==> src/rtl/fifo_wr_arbiter.sv <==
// Round-robin arbiter in front of the FIFO write port (write-clock domain only).
// Each grant is limited to BURST_MAX accepted words. FIFO full stalls a grant
// word by word but does not end it.
// Optional feature: define ARB_STATS_EN to add the 16-bit saturating stall_cnt output.
module fifo_wr_arbiter #(
  parameter int unsigned NUM_REQ   = 4,
  parameter int unsigned DATA_W    = 8,
  parameter int unsigned BURST_MAX = 4
) (
  input  logic                      clk_wr,
  input  logic                      rst_n,
  input  logic [NUM_REQ-1:0]        req,
  input  logic [NUM_REQ*DATA_W-1:0] req_data,
  output logic [NUM_REQ-1:0]        gnt,
  input  logic                      fifo_full,
  output logic                      fifo_wr_en,
  output logic [DATA_W-1:0]         fifo_data
`ifdef ARB_STATS_EN
  ,
  output logic [15:0]               stall_cnt
`endif
);

  localparam int unsigned     OwnW      = $clog2(NUM_REQ);
  localparam logic [7:0]      BurstLast = 8'(BURST_MAX - 1);
  localparam logic [OwnW-1:0] LastReq   = OwnW'(NUM_REQ - 1);

  typedef enum logic [0:0] {StIdle, StGrant} state_e;

  state_e            state_q;
  logic [OwnW-1:0]   owner_q;
  logic [OwnW-1:0]   last_owner_q;
  logic [7:0]        burst_cnt_q;

  logic              pick_valid;
  logic [OwnW-1:0]   pick;
  logic [OwnW-1:0]   cand;
  logic              owner_req;
  logic [DATA_W-1:0] owner_data;
  logic              in_grant;
  logic              accept;

  // Round-robin pick: first set req scanning from last_owner+1, wrapping.
  always_comb begin
    pick_valid = 1'b0;
    pick       = '0;
    cand       = '0;
    for (int unsigned k = 1; k <= NUM_REQ; k++) begin
      cand = OwnW'((32'(last_owner_q) + k) % NUM_REQ);
      if (!pick_valid && req[cand]) begin
        pick_valid = 1'b1;
        pick       = cand;
      end
    end
  end

  // Select the current owner's request and data slice.
  always_comb begin
    owner_req  = 1'b0;
    owner_data = '0;
    for (int unsigned i = 0; i < NUM_REQ; i++) begin
      if (owner_q == OwnW'(i)) begin
        owner_req  = req[i];
        owner_data = req_data[i*DATA_W +: DATA_W];
      end
    end
  end

  // Write-port outputs; gated by rst_n so a reset edge never commits a partial word.
  always_comb begin
    in_grant   = (state_q == StGrant) && rst_n;
    accept     = in_grant && owner_req && !fifo_full;
    gnt        = '0;
    if (in_grant && !fifo_full) begin
      gnt[owner_q] = 1'b1;
    end
    fifo_wr_en = accept;
    fifo_data  = in_grant ? owner_data : '0;
  end

  // Arbitration FSM: one IDLE cycle per arbitration, grant ends on burst limit or withdrawn req.
  always_ff @(posedge clk_wr) begin
    if (!rst_n) begin
      state_q      <= StIdle;
      owner_q      <= '0;
      last_owner_q <= LastReq;
      burst_cnt_q  <= '0;
    end else begin
      unique case (state_q)
        StIdle: begin
          if (pick_valid) begin
            state_q     <= StGrant;
            owner_q     <= pick;
            burst_cnt_q <= '0;
          end
        end
        StGrant: begin
          if (!owner_req) begin
            state_q      <= StIdle;
            last_owner_q <= owner_q;
          end else if (!fifo_full) begin
            if (burst_cnt_q == BurstLast) begin
              state_q      <= StIdle;
              last_owner_q <= owner_q;
              burst_cnt_q  <= '0;
            end else begin
              burst_cnt_q <= burst_cnt_q + 8'd1;
            end
          end
        end
        default: state_q <= StIdle;
      endcase
    end
  end

`ifdef ARB_STATS_EN
  // Count cycles where the owner has a word ready but the FIFO is full; saturating.
  always_ff @(posedge clk_wr) begin
    if (!rst_n) begin
      stall_cnt <= '0;
    end else if ((state_q == StGrant) && owner_req && fifo_full && (stall_cnt != 16'hFFFF)) begin
      stall_cnt <= stall_cnt + 16'd1;
    end
  end
`endif

endmodule

==> config.mk <==
export PLATFORM = sky130hd
export DESIGN_NAME = fifo_wr_arbiter
export DESIGN_NICKNAME = d
export VERILOG_FILES = /design/src/rtl/fifo_wr_arbiter.sv
export SDC_FILE = /design/constraint.sdc
export NUM_CORES = 1
export LEC_CHECK = 0
export ABC_AREA = 0
export CAP_MARGIN = 20
export CORE_MARGIN = 2
export CORE_UTILIZATION = 43
export DETAILED_ROUTE_END_ITERATION = 12
export GPL_TIMING_DRIVEN = 0
export PLACE_DENSITY_LB_ADDON = 0.15
export SYNTH_ARGS = -nofsm -noshare
export SYNTH_HDL_FRONTEND = slang
export SYNTH_SLANG_ARGS = --single-unit
==> constraint.sdc <==
create_clock -name clk_wr -period 6.4 [get_ports clk_wr]
set_clock_uncertainty 0.05 [all_clocks]
set_input_delay 1.28 -clock clk_wr [delete_from_list [all_inputs] [get_ports clk_wr]]
set_output_delay 1.28 -clock clk_wr [all_outputs]
set_load 0.05 [all_outputs]
==> metrics.md <==
| Metric | Value |
|---|---|
| Vias | `1207` |
| Peak supply drop | `0.0001234 V` |
| Sequential-to-total area share from yosys stat | `24.27%` |
| Fin nets | `~210` |
| Most frequent cells in the layout | `clkdlybuf4s50_1, dfxtp_1, nor2_1, a21oi_1` |
| Root Buffer | `clkbuf_4` |
| Largest net degree at the start of global routing | `11` |
| Wirelength per Cell | `~16 um` |
| Buf/Inv on CP | `3` |
| Worst reg-to-reg path cell count | `5` |
| Sum Neg Setup Slack | `0 ps` |
| Final RePlAce weighted congestion | `roughly 0.83` |
| Routed wire length | `3243 um` |
| Yosys reg bits | `13` |
| Final period util | `72.59%` |
| Outcome | `finished clean` |
| Starting density of the core | `44.50%` |
| CTS buffer count | `3` |
| Final hold violations | `0` |
| Post-Syn Nets | `~160` |
| Hold Crit Class | `register to register` |
| Async SR Flop Fraction | `0%` |
| Area of the core | `2410 um^2` |
| Fillers | `between 150 and 200` |
| Commonest non-fill, non-tap cell in the layout | `clkdlybuf4s50_1` |
| M2 GR Usage | `between 30% and 40%` |
| Max_slew headroom | `between 60% and 70%` |
| Maxcap violations | `0` |
| Slew @ Worst Pin | `548.7 ps` |
| DR DRC count | `0` |
| CP Max Fanout | `10` |
| CP most frequent cell | `clkdlybuf4s50_1` |
| Initial antenna violation count | `0` |
| Layout area overhead | `52.63%` |
| Global-route wire length before repair | `about 4700 um` |
| Final-report setup violation count | `0` |
| Final core utilization | `between 60% and 70%` |
| Setup Crit Path Kind | `primary input to output port` |
| Boundary Pins | `52` |
| Worst Setup SP | `rst_n` |
| Largest delay share family, worst path | `buffers and inverters` |
| # rows | `18` |
| Iteration-0 DRC Markers | `33` |
| Total power | `0.0002453 W` |
| Htree depth | `1` |
| Met3 Track Usage GR | `3.611%` |
| Largest stage delay on the critical path | `870 ps` |
| EDFF count, synth | `0` |
| Synth unique cells | `48` |
| Post-route ant nets | `0` |
| Clock Path Buffers | `2` |
| Die height | `roughly 54 um` |
| Detail Placement HPWL | `2504 um` |
| Minimum clock period | `4646 ps` |
| CTS hold repair buffers | `0` |
| Clk_lat worst skew | `270 ps` |
| Setup crit start kind | `primary input` |
| Critical Path Sink Type | `output port` |
| R2R Setup Slk | `about 4100 ps` |
| Yosys warnings | `0` |
| CTS sink count | `13` |
| GR Layer Usage met1 | `27.29%` |
| Clock transition at path regs | `around 80 ps` |
| PostCTS Resize Cnt | `0` |
| Main synth FF type | `dfxtp_1` |
| Fraction of layout instances using a drive strength above 1 | `12.14%` |
| Lkg Pwr | `0.5651 nW` |
| Most Crowded Layer GR | `met2` |
| Power density over the cells | `~150 nW/um^2` |
| IO buf count | `50` |
| Pre-Repair DR Iteration Count | `4` |
| RR Startpoint | `burst_cnt_q[0]$_SDFFE_PN0P_` |
| RSZ-0062 raised after global routing | `no` |
| R2R Path End | `last_owner_q[0]$_SDFFE_PN1P_` |
| Vias in the first global route | `1090` |
| Vias/cell | `5.946` |
| Critical Path AT | `approximately 3300 ps` |
| CTS tree | `built` |
| Die Wd | `~54 um` |
| Crit path to | `gnt[1]` |
| CP Cell Sequence | `clkdlybuf4s50_1 > nand2_1 > clkbuf_1 > nor4b_1 > clkdlybuf4s50_1` |
| Gr usage total | `22.18%` |
| Slowest CP cell | `clkdlybuf4s50_1` |
| Syn_area_per_cell | `~9.0 um^2` |
| WP depth | `5` |
| Critical Path RT | `5070 ps` |
| Fmax | `~220 MHz` |
| ANT cells | `0` |
| Total grt overflow | `0` |
| Setup Buffers After CTS | `0` |
| Fin. max-slew vios | `0` |
| Syn Std Cell Area | `about 1100 um^2` |
| Cells after synthesis | `119` |
| Die area | `between 2000 and 3000 um^2` |
## metrics by stage
stage                     area [um^2]  hold WS [ps]  instances  setup WS, ps
after global routing             1637         471.0        203          1664
final                            1637         452.4        203          1754
after global placement           1610         417.0        199          1728
after CTS                        1637         451.2        203          1744
after detailed placement         1610         440.3        199          1759
after floorplan                  1072         403.7        119          1867
## synth_stat cells, drive strengths merged (2+ instances only)
library cell	count	area share (%)
nor3b	2	1.4
or4	2	1.8
nand2	3	1.1
a211oi	2	1.9
nor2	11	4.1
buf	3	1.5
nor4	2	1.2
a21oi	10	4.7
a31oi	2	1.2
nor2b	8	4.7
or3	5	3.2
dfxtp	13	24
nand4	2	1.2
nand3	3	1.4
mux4	9	19
clkbuf	5	1.8
nor4b	2	1.6
inv	5	1.8
o21ai	7	3.3
a22o	2	1.8
mux2	2	2.1
## kinds of logic after synthesis
| family | count (synthesis) | synth area share, % |
|---|---|---|
| buf+inv | 13 | 5.017 |
| fa+ha+maj | 1 | 1.167 |
| xor+xnor | 1 | 0.8170 |
| simple gates | 48 | 26.96 |
| flops | 13 | 24.27 |
| compound gates | 31 | 19.49 |
| mux | 12 | 22.29 |
## state kept, by name, indices dropped and copies added, names as in the netlist
name and count:
burst_cnt_q 8, owner_q 2, last_owner_q 2, state_q 1
## power by group
group	switching (W)	internal [W]
clock network	0.0000264	0.0000242
registers	0.00000271	0.0000847
logic	0.0000505	0.0000569
## layer usage
| metal | wire (um) | up-vias |
|---|---|---|
| met5 | 0 | - |
| met4 | 43 | 0 |
| met3 | 363 | 6 |
| met2 | 1476 | 74 |
| met1 | 1359 | 554 |
| li1 | - | 573 |
## worst reg2reg max path: cells and delay by family (launching register included)
family,cells,cell delay (ps)
compound gates,3,950
simple gates,1,510
flops,1,430
fa+ha+maj,1,290
## how the worst min path moves through the flow
stage	endpoint	cells after the start	slack (ps)	startpoint
2_1_floorplan	burst_cnt_q[7]$_SDFFE_PN0P_	2	400	burst_cnt_q[7]$_SDFFE_PN0P_
3_5_place_dp	burst_cnt_q[7]$_SDFFE_PN0P_	2	440	burst_cnt_q[7]$_SDFFE_PN0P_
3_3_place_gp	burst_cnt_q[7]$_SDFFE_PN0P_	2	420	burst_cnt_q[7]$_SDFFE_PN0P_
4_1_cts	burst_cnt_q[7]$_SDFFE_PN0P_	2	450	burst_cnt_q[7]$_SDFFE_PN0P_
5_1_grt	burst_cnt_q[6]$_SDFFE_PN0P_	1	470	burst_cnt_q[6]$_SDFFE_PN0P_
6_report	burst_cnt_q[7]$_SDFFE_PN0P_	2	450	burst_cnt_q[7]$_SDFFE_PN0P_
## cell type report
class                      instances  area (um^2)  share of cell area (%)
buffer                             8        35.03                   2.141
clock buffer                       4        26.28                   1.606
inverter                           5        18.77                   1.147
multi-input combinational         93        758.2                   46.33
sequential                        13        260.3                   15.90
tap                               30        37.54                   2.294
timing repair buffer              50        500.5                   30.58
Power figures use the tool's default switching activity.
